$ cat src/rtl/stream_xbar_arbiter_if.sv
// rtl/stream_xbar_arbiter_if.sv - handshake/grant bundle between stream sources, masters and the arbiter
//
// Purpose: groups the per-source and per-master stream handshake signals plus the
// grant matrix that steers the crossbar datapath.
// Ports (signals):
//   s_valid_i / s_last_i  per-source tvalid / tlast
//   s_dest_i              per-source tdest, source s at [s*T_DEST_WIDTH +: T_DEST_WIDTH]
//   m_ready_i             per-master tready
//   grant_o               grant matrix, bit m*S_DATA_COUNT+s = master m owns source s
//   s_ready_o             per-source tready
//   m_valid_o / m_last_o  per-master tvalid / tlast
// Modports: master = stream side driving the handshake inputs, slave = arbiter.
interface stream_xbar_arbiter_if #(
  parameter int S_DATA_COUNT = 5,
  parameter int M_DATA_COUNT = 3,
  parameter int T_DEST_WIDTH = $clog2(M_DATA_COUNT)
);
  logic [S_DATA_COUNT-1:0]              s_valid_i;
  logic [S_DATA_COUNT-1:0]              s_last_i;
  logic [S_DATA_COUNT*T_DEST_WIDTH-1:0] s_dest_i;
  logic [M_DATA_COUNT-1:0]              m_ready_i;
  logic [S_DATA_COUNT*M_DATA_COUNT-1:0] grant_o;
  logic [S_DATA_COUNT-1:0]              s_ready_o;
  logic [M_DATA_COUNT-1:0]              m_valid_o;
  logic [M_DATA_COUNT-1:0]              m_last_o;

  modport master (
    output s_valid_i, s_last_i, s_dest_i, m_ready_i,
    input  grant_o, s_ready_o, m_valid_o, m_last_o
  );

  modport slave (
    input  s_valid_i, s_last_i, s_dest_i, m_ready_i,
    output grant_o, s_ready_o, m_valid_o, m_last_o
  );
endinterface

$ cat src/rtl/stream_xbar_arbiter.sv
// rtl/stream_xbar_arbiter.sv - per-master round-robin, packet-locked crossbar arbiter
//
// Purpose: every master port independently picks one requesting source in
// round-robin order and holds that grant until the last beat of the packet is
// accepted, so packets never interleave on a master. Also forms the per-source
// ready and per-master valid/last handshake around the data crossbar.
// Ports:
//   clk  clock, rising edge
//   rst  synchronous active-high reset
//   bus  stream_xbar_arbiter_if.slave (s_valid_i, s_last_i, s_dest_i, m_ready_i in;
//        grant_o registered, s_ready_o / m_valid_o / m_last_o combinational out)
module stream_xbar_arbiter #(
  parameter int S_DATA_COUNT = 5,
  parameter int M_DATA_COUNT = 3,
  parameter int T_DEST_WIDTH = $clog2(M_DATA_COUNT)
) (
  input logic                  clk,
  input logic                  rst,
  stream_xbar_arbiter_if.slave bus
);

  localparam int SEL_WIDTH = (S_DATA_COUNT > 1) ? $clog2(S_DATA_COUNT) : 1;

  typedef enum logic {IDLE, BUSY} state_t;

  state_t                  state     [M_DATA_COUNT];
  logic [SEL_WIDTH-1:0]    sel       [M_DATA_COUNT];
  logic [SEL_WIDTH-1:0]    ptr       [M_DATA_COUNT];
  logic [S_DATA_COUNT-1:0] grant_row [M_DATA_COUNT];

  logic [T_DEST_WIDTH-1:0] dest      [S_DATA_COUNT];
  logic [S_DATA_COUNT-1:0] locked;
  logic [S_DATA_COUNT-1:0] req       [M_DATA_COUNT];
  logic [M_DATA_COUNT-1:0] found;
  logic [SEL_WIDTH-1:0]    win       [M_DATA_COUNT];
  logic [S_DATA_COUNT-1:0] win_hot   [M_DATA_COUNT];
  logic [M_DATA_COUNT-1:0] done;

  for (genvar g = 0; g < S_DATA_COUNT; g++) begin : g_dest
    assign dest[g] = bus.s_dest_i[g*T_DEST_WIDTH +: T_DEST_WIDTH];
  end

  for (genvar g = 0; g < M_DATA_COUNT; g++) begin : g_grant
    assign bus.grant_o[g*S_DATA_COUNT +: S_DATA_COUNT] = grant_row[g];
  end

  // A source owned by any master must not be offered to another one.
  always_comb begin
    locked = '0;
    for (int m = 0; m < M_DATA_COUNT; m++) begin
      locked = locked | grant_row[m];
    end
  end

  // Dest values >= M_DATA_COUNT never equal a master index, so they never request.
  always_comb begin
    for (int m = 0; m < M_DATA_COUNT; m++) begin
      for (int s = 0; s < S_DATA_COUNT; s++) begin
        req[m][s] = bus.s_valid_i[s] && (dest[s] == T_DEST_WIDTH'(m)) && !locked[s];
      end
    end
  end

  // Round-robin pick: rank is the distance past ptr (1..S), smallest rank wins,
  // so ptr itself gets the lowest priority.
  always_comb begin
    int best;
    int rank;
    for (int m = 0; m < M_DATA_COUNT; m++) begin
      found[m]   = 1'b0;
      win[m]     = '0;
      win_hot[m] = '0;
      best       = S_DATA_COUNT + 1;
      for (int s = 0; s < S_DATA_COUNT; s++) begin
        rank = (s > int'(ptr[m])) ? (s - int'(ptr[m])) : (s + S_DATA_COUNT - int'(ptr[m]));
        if (req[m][s] && (rank < best)) begin
          best       = rank;
          found[m]   = 1'b1;
          win[m]     = SEL_WIDTH'(s);
          win_hot[m] = '0;
          win_hot[m][s] = 1'b1;
        end
      end
    end
  end

  // Handshake steering for busy masters; idle masters expose nothing.
  always_comb begin
    bus.s_ready_o = '0;
    bus.m_valid_o = '0;
    bus.m_last_o  = '0;
    done          = '0;
    for (int m = 0; m < M_DATA_COUNT; m++) begin
      for (int s = 0; s < S_DATA_COUNT; s++) begin
        if ((state[m] == BUSY) && (sel[m] == SEL_WIDTH'(s))) begin
          bus.m_valid_o[m] = bus.s_valid_i[s];
          bus.m_last_o[m]  = bus.s_last_i[s];
          bus.s_ready_o[s] = bus.m_ready_i[m];
          done[m]          = bus.s_valid_i[s] & bus.m_ready_i[m] & bus.s_last_i[s];
        end
      end
    end
  end

  always_ff @(posedge clk) begin
    if (rst) begin
      for (int m = 0; m < M_DATA_COUNT; m++) begin
        state[m]     <= IDLE;
        sel[m]       <= '0;
        ptr[m]       <= SEL_WIDTH'(S_DATA_COUNT - 1);
        grant_row[m] <= '0;
      end
    end else begin
      for (int m = 0; m < M_DATA_COUNT; m++) begin
        case (state[m])
          IDLE: begin
            if (found[m]) begin
              state[m]     <= BUSY;
              sel[m]       <= win[m];
              grant_row[m] <= win_hot[m];
            end
          end
          BUSY: begin
            // Grant and sel stay locked until the last beat is accepted.
            if (done[m]) begin
              state[m]     <= IDLE;
              ptr[m]       <= sel[m];
              grant_row[m] <= '0;
            end
          end
          default: begin
            state[m]     <= IDLE;
            grant_row[m] <= '0;
          end
        endcase
      end
    end
  end

endmodule

$ cat src/flat_wrapper.sv
// flat-port wrapper written by rule: the top's interface ports become plain ports
module stream_xbar_arbiter_flat 
#(
  parameter int S_DATA_COUNT = 5,
  parameter int M_DATA_COUNT = 3,
  parameter int T_DEST_WIDTH = $clog2(M_DATA_COUNT)
)
  (clk, rst, bus_s_valid_i, bus_s_last_i, bus_s_dest_i, bus_m_ready_i, bus_grant_o, bus_s_ready_o, bus_m_valid_o, bus_m_last_o);
  stream_xbar_arbiter_if #(.S_DATA_COUNT(S_DATA_COUNT), .M_DATA_COUNT(M_DATA_COUNT), .T_DEST_WIDTH(T_DEST_WIDTH)) bus_i ();
  input logic clk;
  input logic rst;
  input wire logic [$bits(bus_i.s_valid_i)-1:0] bus_s_valid_i;
  input wire logic [$bits(bus_i.s_last_i)-1:0] bus_s_last_i;
  input wire logic [$bits(bus_i.s_dest_i)-1:0] bus_s_dest_i;
  input wire logic [$bits(bus_i.m_ready_i)-1:0] bus_m_ready_i;
  output wire logic [$bits(bus_i.grant_o)-1:0] bus_grant_o;
  output wire logic [$bits(bus_i.s_ready_o)-1:0] bus_s_ready_o;
  output wire logic [$bits(bus_i.m_valid_o)-1:0] bus_m_valid_o;
  output wire logic [$bits(bus_i.m_last_o)-1:0] bus_m_last_o;
  assign bus_i.s_valid_i = bus_s_valid_i;
  assign bus_i.s_last_i = bus_s_last_i;
  assign bus_i.s_dest_i = bus_s_dest_i;
  assign bus_i.m_ready_i = bus_m_ready_i;
  assign bus_grant_o = bus_i.grant_o;
  assign bus_s_ready_o = bus_i.s_ready_o;
  assign bus_m_valid_o = bus_i.m_valid_o;
  assign bus_m_last_o = bus_i.m_last_o;
  stream_xbar_arbiter #(.S_DATA_COUNT(S_DATA_COUNT), .M_DATA_COUNT(M_DATA_COUNT), .T_DEST_WIDTH(T_DEST_WIDTH)) u_core (.clk(clk), .rst(rst), .bus(bus_i));
endmodule
$ cat config.mk
export PLATFORM = sky130hd
export DESIGN_NAME = stream_xbar_arbiter_flat
export DESIGN_NICKNAME = d
export VERILOG_FILES = /design/src/rtl/stream_xbar_arbiter_if.sv /design/src/rtl/stream_xbar_arbiter.sv /design/src/flat_wrapper.sv
export SDC_FILE = /design/constraint.sdc
export NUM_CORES = 1
export LEC_CHECK = 0
export ABC_AREA = 1
export CORE_MARGIN = 5
export CORE_UTILIZATION = 50
export DETAILED_ROUTE_END_ITERATION = 8
export GPL_ROUTABILITY_DRIVEN = 0
export PLACE_DENSITY = 0.73
export SYNTH_ARGS = -nofsm -noshare
export SYNTH_HDL_FRONTEND = slang
export SYNTH_SLANG_ARGS = --single-unit
$ cat constraint.sdc
create_clock -name clk -period 7.95 [get_ports clk]
set_input_delay 1.59 -clock clk [delete_from_list [all_inputs] [get_ports clk]]
set_output_delay 1.59 -clock clk [all_outputs]
set_load 0.01 [all_outputs]
======== Word-level counts from Yosys, hierarchy flattened ========
Memory sizes are Yosys's and may differ from the RTL's.
Cells that the tools add are included.
cells by class
  add/subtract/negate cells ............... 27
  $lt $le $gt $ge ......................... 27
  equal/unequal tests ..................... 22
  muxes and demuxes ....................... 170
  bitwise logic cells ..................... 50
  reduce and logical (&&, ||, !) cells .... 73
operator list
  operator               number
  $mux W32               24
  $lt A32 B32 Y1         12
  $mux W1                113
  $lt A32 B4 Y1 const B  3
  $logic_and A1 B1 Y1    60
  $sub A3 B3 Y4 const A  12
  $mux W5                9
  $mux W3                12
  $and A1 B1 Y1          30
  $sub A4 B3 Y5 const A  6
  $sub A2 B3 Y4 const A  6
  $eq A3 B2 Y1 const B   6
  $gt A2 B3 Y1 const A   6
  $mux W2                9
  $or A1 B1 Y1           18
  $mux W4                3
  $sub A1 B3 Y4 const A  3
  $eq A2 B1 Y1 const B   5
  $eq A2 B2 Y1 const B   5
  $logic_not A2 Y1       5
  $or A5 B5 Y5           2
  $eq A3 B1 Y1 const B   3
  $eq A3 B3 Y1 const B   3
  $gt A1 B3 Y1 const A   3
  other kinds (3)        11
word-level totals
  flip-flop bits (word level) ............. 0
  bits in writable memories ............... 36
  input bits .............................. 25
  output and inout bits ................... 26
  logic and storage cells ................. 373
  memories ................................ 4
memory list
  name              depth  width  rd ports  clocked after Yosys merged registers in  wr ports  line                       RTL
  u_core.grant_row  3      5      3         0                                        3         stream_xbar_arbiter.sv:29  logic [S_DATA_COUNT-1:0] grant_row [M_DATA_COUNT];
  u_core.ptr        3      3      3         0                                        3         stream_xbar_arbiter.sv:28  logic [SEL_WIDTH-1:0] ptr [M_DATA_COUNT];
  u_core.sel        3      3      3         0                                        3         stream_xbar_arbiter.sv:27  logic [SEL_WIDTH-1:0] sel [M_DATA_COUNT];
  u_core.state      3      1      3         0                                        3         stream_xbar_arbiter.sv:26  state_t state [M_DATA_COUNT];

======== Longest topological paths before layout ========
An unclocked memory read counts as a cell.
  depth in word-level cells ............... 25
  mapped depth ............................ 49
  gate-level depth less buffers ........... 49

======== Least setup slack after synthesis ========
OpenSTA, ideal clock, no wires.
  path kind ............................... in2reg
  start ................................... in bus_s_dest_i[1]
  end ..................................... mem u_core.grant_row[1][0] (enable)
  library setup time ...................... 325 ps
  arrival ................................. 6302 ps
  setup slack ............................. 1323 ps
  stages .................................. 40
  cells stage by stage .................... inv_1 > nand3_2 > nor2_4 > nand2_1 > ha_1 > inv_1 > nor2_1 > o21ai_1 > inv_1 > nand2_2 > nand2_4 > nand2_4 > nand2_1 > o21ai_0 > ha_1 > inv_1 > nor2_1 > nand2_1 > [... 4 more ...] > inv_1 > or2_2 > ha_1 > a2111oi_0 > nand2_1 > nand2_1 > nand2_1 > buf_2 > nand2_1 > o21ai_0 > ha_1 > a2111oi_0 > nand2_1 > nand2_2 > nand2_4 > nand2_2 > nand2_1 > nand3_1
RTL lines
  element      line                       RTL
  from (decl)  flat_wrapper.sv:14         input wire logic [$bits(bus_i.s_dest_i)-1:0] bus_s_dest_i;
  to (decl)    stream_xbar_arbiter.sv:29

==> flow_summary.yaml <==
worst_setup_path:
  critPathBufInv: 7
  cp-start-kind: "input port"
  critPathMaxStageDelay_ns: 0.50
  cp_max_fo: 10
  crit-reg2reg-launch: "u_core.ptr[0][5]"
  critPathTopFamily: "simple AND/OR/NAND/NOR gates"
  crit_top_cell: "sky130_fd_sc_hd__nand2_1"
  critPathKind: "input port to register"
  end_kind: "register"
  worstSetupPathDepth: 43
  worst_path_max_delay_cell: "sky130_fd_sc_hd__clkdlybuf4s50_1"
  worst_ep_required_time_ns: 8.11
  cp.arrival_ns: 7.63
  r2r-end: "u_core.grant_row[1][4]"
  reg2reg_depth: 41
  worst-r2r-setup-slack_ns: 1.33
grt:
  grt_antenna_before_repair: 0
  grtUsageMet1_pct: 30.9
  overall_global_routing_resource_usage_pct: 23.5
  use_met2_pct: 40.9
  grt-busiest-layer: "met2"
  pin_count_of_the_biggest_net_entering_global_routing: 17
  grt_first_pass_wirelength_mm: 22.3
  grt.overflow.total: 0
  grt_use_met3_pct: 2.96
  first_global_vias: 4788
final_layout:
  mostFrequentLayoutCell: "sky130_fd_sc_hd__nand2_1"
  fin_nets: 910
  flow.area_growth_from_synthesis_pct: 17.3
  final_layout_size_suffix_gt1_share_pct: 8.29
  mostFrequentLayoutCells: "sky130_fd_sc_hd__nand2_1, sky130_fd_sc_hd__inv_1, sky130_fd_sc_hd__nor2_1"
  num_antenna_cells: 0
status:
  status: "completed"
synthesis:
  count_of_cell_types_in_the_netlist: 40
  syn_inst: 756
  ys_seq_area_share_pct: 20.8
  synth_warnings: 0
  post_synth_instance_area_um2: 4900
  average_instance_area_after_synthesis_um2: 6.48
  postSynthRegisterBits: 36
timing:
  finalCritPeriodShare_pct: 94.0
  fin_hold_ws_ns: 0.516
  slew_viols_final: 0
  period_needed_ns: 7.48
  totalNegativeSetupSlack_ns: 0
  setup_slack_ns: 0.473
  achievable-frequency_ghz: 0.134
  hold_violations: 0
  timing.clock.skew_ns: 0.00485
  finalSetupViolCount: 0
  slew_headroom_pct: 37.4
  worst-slew-pin-transition_ns: 0.930
drt:
  route.detailed.vias_per_inst: 5.39
  drc: 0
  wl_per_cell_um: 14.7
  post_route_wl_mm: 14.0
  detailedRoute.firstPassIterationCount: 5
  number_of_routed_nets_with_antenna_violations: 0
  num_vias: 5138
  drt-initial-drc-count: 439
cts:
  clk_path_buf_depth: 2
  sinks_on_the_clock_net: 36
  later_pin_clock_latency_in_the_skew_report_ns: 0.30
  cts_made_buffers: 5
  cts_hold_buf: 0
  cts_tree: "built"
  root_buffer: "sky130_fd_sc_hd__clkbuf_8"
  cts.htree.levels: 2
  clk_transition_reported_paths_ns: 0.08
floorplanning:
  core_area_um2: 9680
  design.portCount: 51
  y_dimension_of_the_die_um: 109
  start_util_pct: 50.6
  floorplan.rows: 36
  die_area_um2: 11900
  die_width_um: 109
min_path:
  worst_hold_path.endpoint: "u_core.grant_row[2][4]"
  hold_path.class: "register to register"
  min_delay_path_depth: 2
  timing.hold.worst.start: "u_core.grant_row[2][4]"
place:
  dp_slack_ns: -0.103
  hpwl_mm: 11.6
  place.port_buffers: 50
power_and_ir_drop:
  p_leak_nw: 2.92
  totalPowerFinal_mw: 0.625
  worst_ir_drop_on_vdd_mv: 0.0679
  p_per_area_nw_per_um2: 109
run:
  maxCapViolCount: 0
-- metrics by stage --
stage	instance area (um2)	utilization, %	std cells
2_1_floorplan	4920	-	761
3_3_place_gp	5570	57.6	942
3_5_place_dp	5570	57.6	942
4_1_cts	5670	58.5	950
5_1_grt	5740	59.3	953
6_report	5740	59.3	953
-- power breakdown --
part,internal [mW],total [mW],switching [mW],leakage [nW]
clock network,0.0621,0.136,0.0739,0.0404
logic,0.0982,0.254,0.156,2.53
registers,0.220,0.235,0.0151,0.352
-- layout make-up --
type,instances,area (um2)
fillers,909,3940
multi-input cells,577,3380
flip-flops and latches,36,1020
inverters,144,541
repair buffers,55,538
well taps,133,166
clock buffers,5,68.8
clock inverters,3,23.8
-- metal layers --
metal	part of all wire, %	vias up	routed length (um)
met4	1.8	0	251
met1	44	2345	6230
met2	48	182	6770
met3	5.6	25	786
met5	0	-	0
li1	-	2586	-
-- Yosys cell counts --
library cell | number | area share (%)
sky130_fd_sc_hd__buf_6 | 1 | 0.23
sky130_fd_sc_hd__or2_2 | 5 | 0.64
sky130_fd_sc_hd__nand3_2 | 8 | 1.6
sky130_fd_sc_hd__nor3b_1 | 1 | 0.15
sky130_fd_sc_hd__a2111oi_0 | 5 | 0.89
sky130_fd_sc_hd__o211ai_1 | 3 | 0.46
sky130_fd_sc_hd__o22ai_1 | 7 | 0.89
sky130_fd_sc_hd__nor3_1 | 10 | 1.0
sky130_fd_sc_hd__o2111ai_1 | 3 | 0.54
sky130_fd_sc_hd__o21ai_0 | 56 | 5.7
sky130_fd_sc_hd__nor4_4 | 1 | 0.43
sky130_fd_sc_hd__nor2_4 | 2 | 0.46
sky130_fd_sc_hd__or4_1 | 2 | 0.31
sky130_fd_sc_hd__o31ai_1 | 1 | 0.15
sky130_fd_sc_hd__nand2_1 | 196 | 15
sky130_fd_sc_hd__ha_1 | 66 | 17
sky130_fd_sc_hd__nor4_1 | 5 | 0.64
sky130_fd_sc_hd__buf_2 | 1 | 0.10
sky130_fd_sc_hd__nand4_4 | 1 | 0.43
sky130_fd_sc_hd__a21oi_1 | 12 | 1.2
sky130_fd_sc_hd__xnor2_1 | 6 | 1.1
sky130_fd_sc_hd__clkbuf_1 | 2 | 0.15
sky130_fd_sc_hd__inv_2 | 1 | 0.077
sky130_fd_sc_hd__a31oi_1 | 2 | 0.26
sky130_fd_sc_hd__a211oi_1 | 3 | 0.46
sky130_fd_sc_hd__nand3b_1 | 1 | 0.15
sky130_fd_sc_hd__nand2_2 | 17 | 2.2
sky130_fd_sc_hd__o311ai_0 | 1 | 0.18
sky130_fd_sc_hd__nand2_4 | 8 | 1.8
sky130_fd_sc_hd__nor2_1 | 75 | 5.7
sky130_fd_sc_hd__nor4_2 | 1 | 0.26
sky130_fd_sc_hd__dfxtp_1 | 6 | 2.5
sky130_fd_sc_hd__nand3_1 | 60 | 6.1
sky130_fd_sc_hd__conb_1 | 1 | 0.077
sky130_fd_sc_hd__nor2_2 | 3 | 0.38
sky130_fd_sc_hd__inv_1 | 143 | 11
sky130_fd_sc_hd__edfxtp_1 | 30 | 18
sky130_fd_sc_hd__o221ai_1 | 4 | 0.72
sky130_fd_sc_hd__nand4_1 | 3 | 0.38
sky130_fd_sc_hd__o21ai_1 | 3 | 0.31
-- repair_timing --
item / in CTS / in global routing
buffers inserted: 0 / 3
hold endpoints to repair: 0 / 0
setup endpoints to repair: 0 / 45
resized for setup: 0 / 16
-- registers in the layout (all words and copies together), names as in the netlist --
| name | flops |
|---|---|
| u_core.grant_row | 15 |
| u_core.ptr | 9 |
| u_core.sel | 9 |
| u_core.state | 3 |
-- logic make-up after synthesis --
kind of cell	after synthesis	synth area share, %
buffers and inverters	148	11.5
adder cells (fa/ha/maj)	66	16.9
AO/OA/AOI/OAI	100	11.8
flip-flops	36	20.8
XOR/XNOR	6	1.07
other	1	0.0766
AND/OR/NAND/NOR	399	37.8
-- how the worst max path moves through the flow --
stage | slack [ns] | end | start
2_1_floorplan | 1.32 | u_core.grant_row[1][0] | bus_s_dest_i[1]
3_3_place_gp | 0.28 | u_core.grant_row[1][2] | bus_s_dest_i[1]
3_5_place_dp | -0.10 | u_core.sel[0][3] | bus_s_valid_i[0]
4_1_cts | 0.21 | u_core.sel[0][3] | bus_s_valid_i[0]
5_1_grt | -0.006 | u_core.sel[0][3] | bus_s_dest_i[1]
6_report | 0.47 | u_core.grant_row[1][1] | bus_s_valid_i[0]
-- tightest hold or removal path, delay by kind of cell, from the launching register on --
family             cells  cell delay [ns]
DFF                    1             0.34
and+or+nand+nor        1             0.07
AOI/OAI and AO/OA      1             0.06
(Power assumes the default switching activity.)
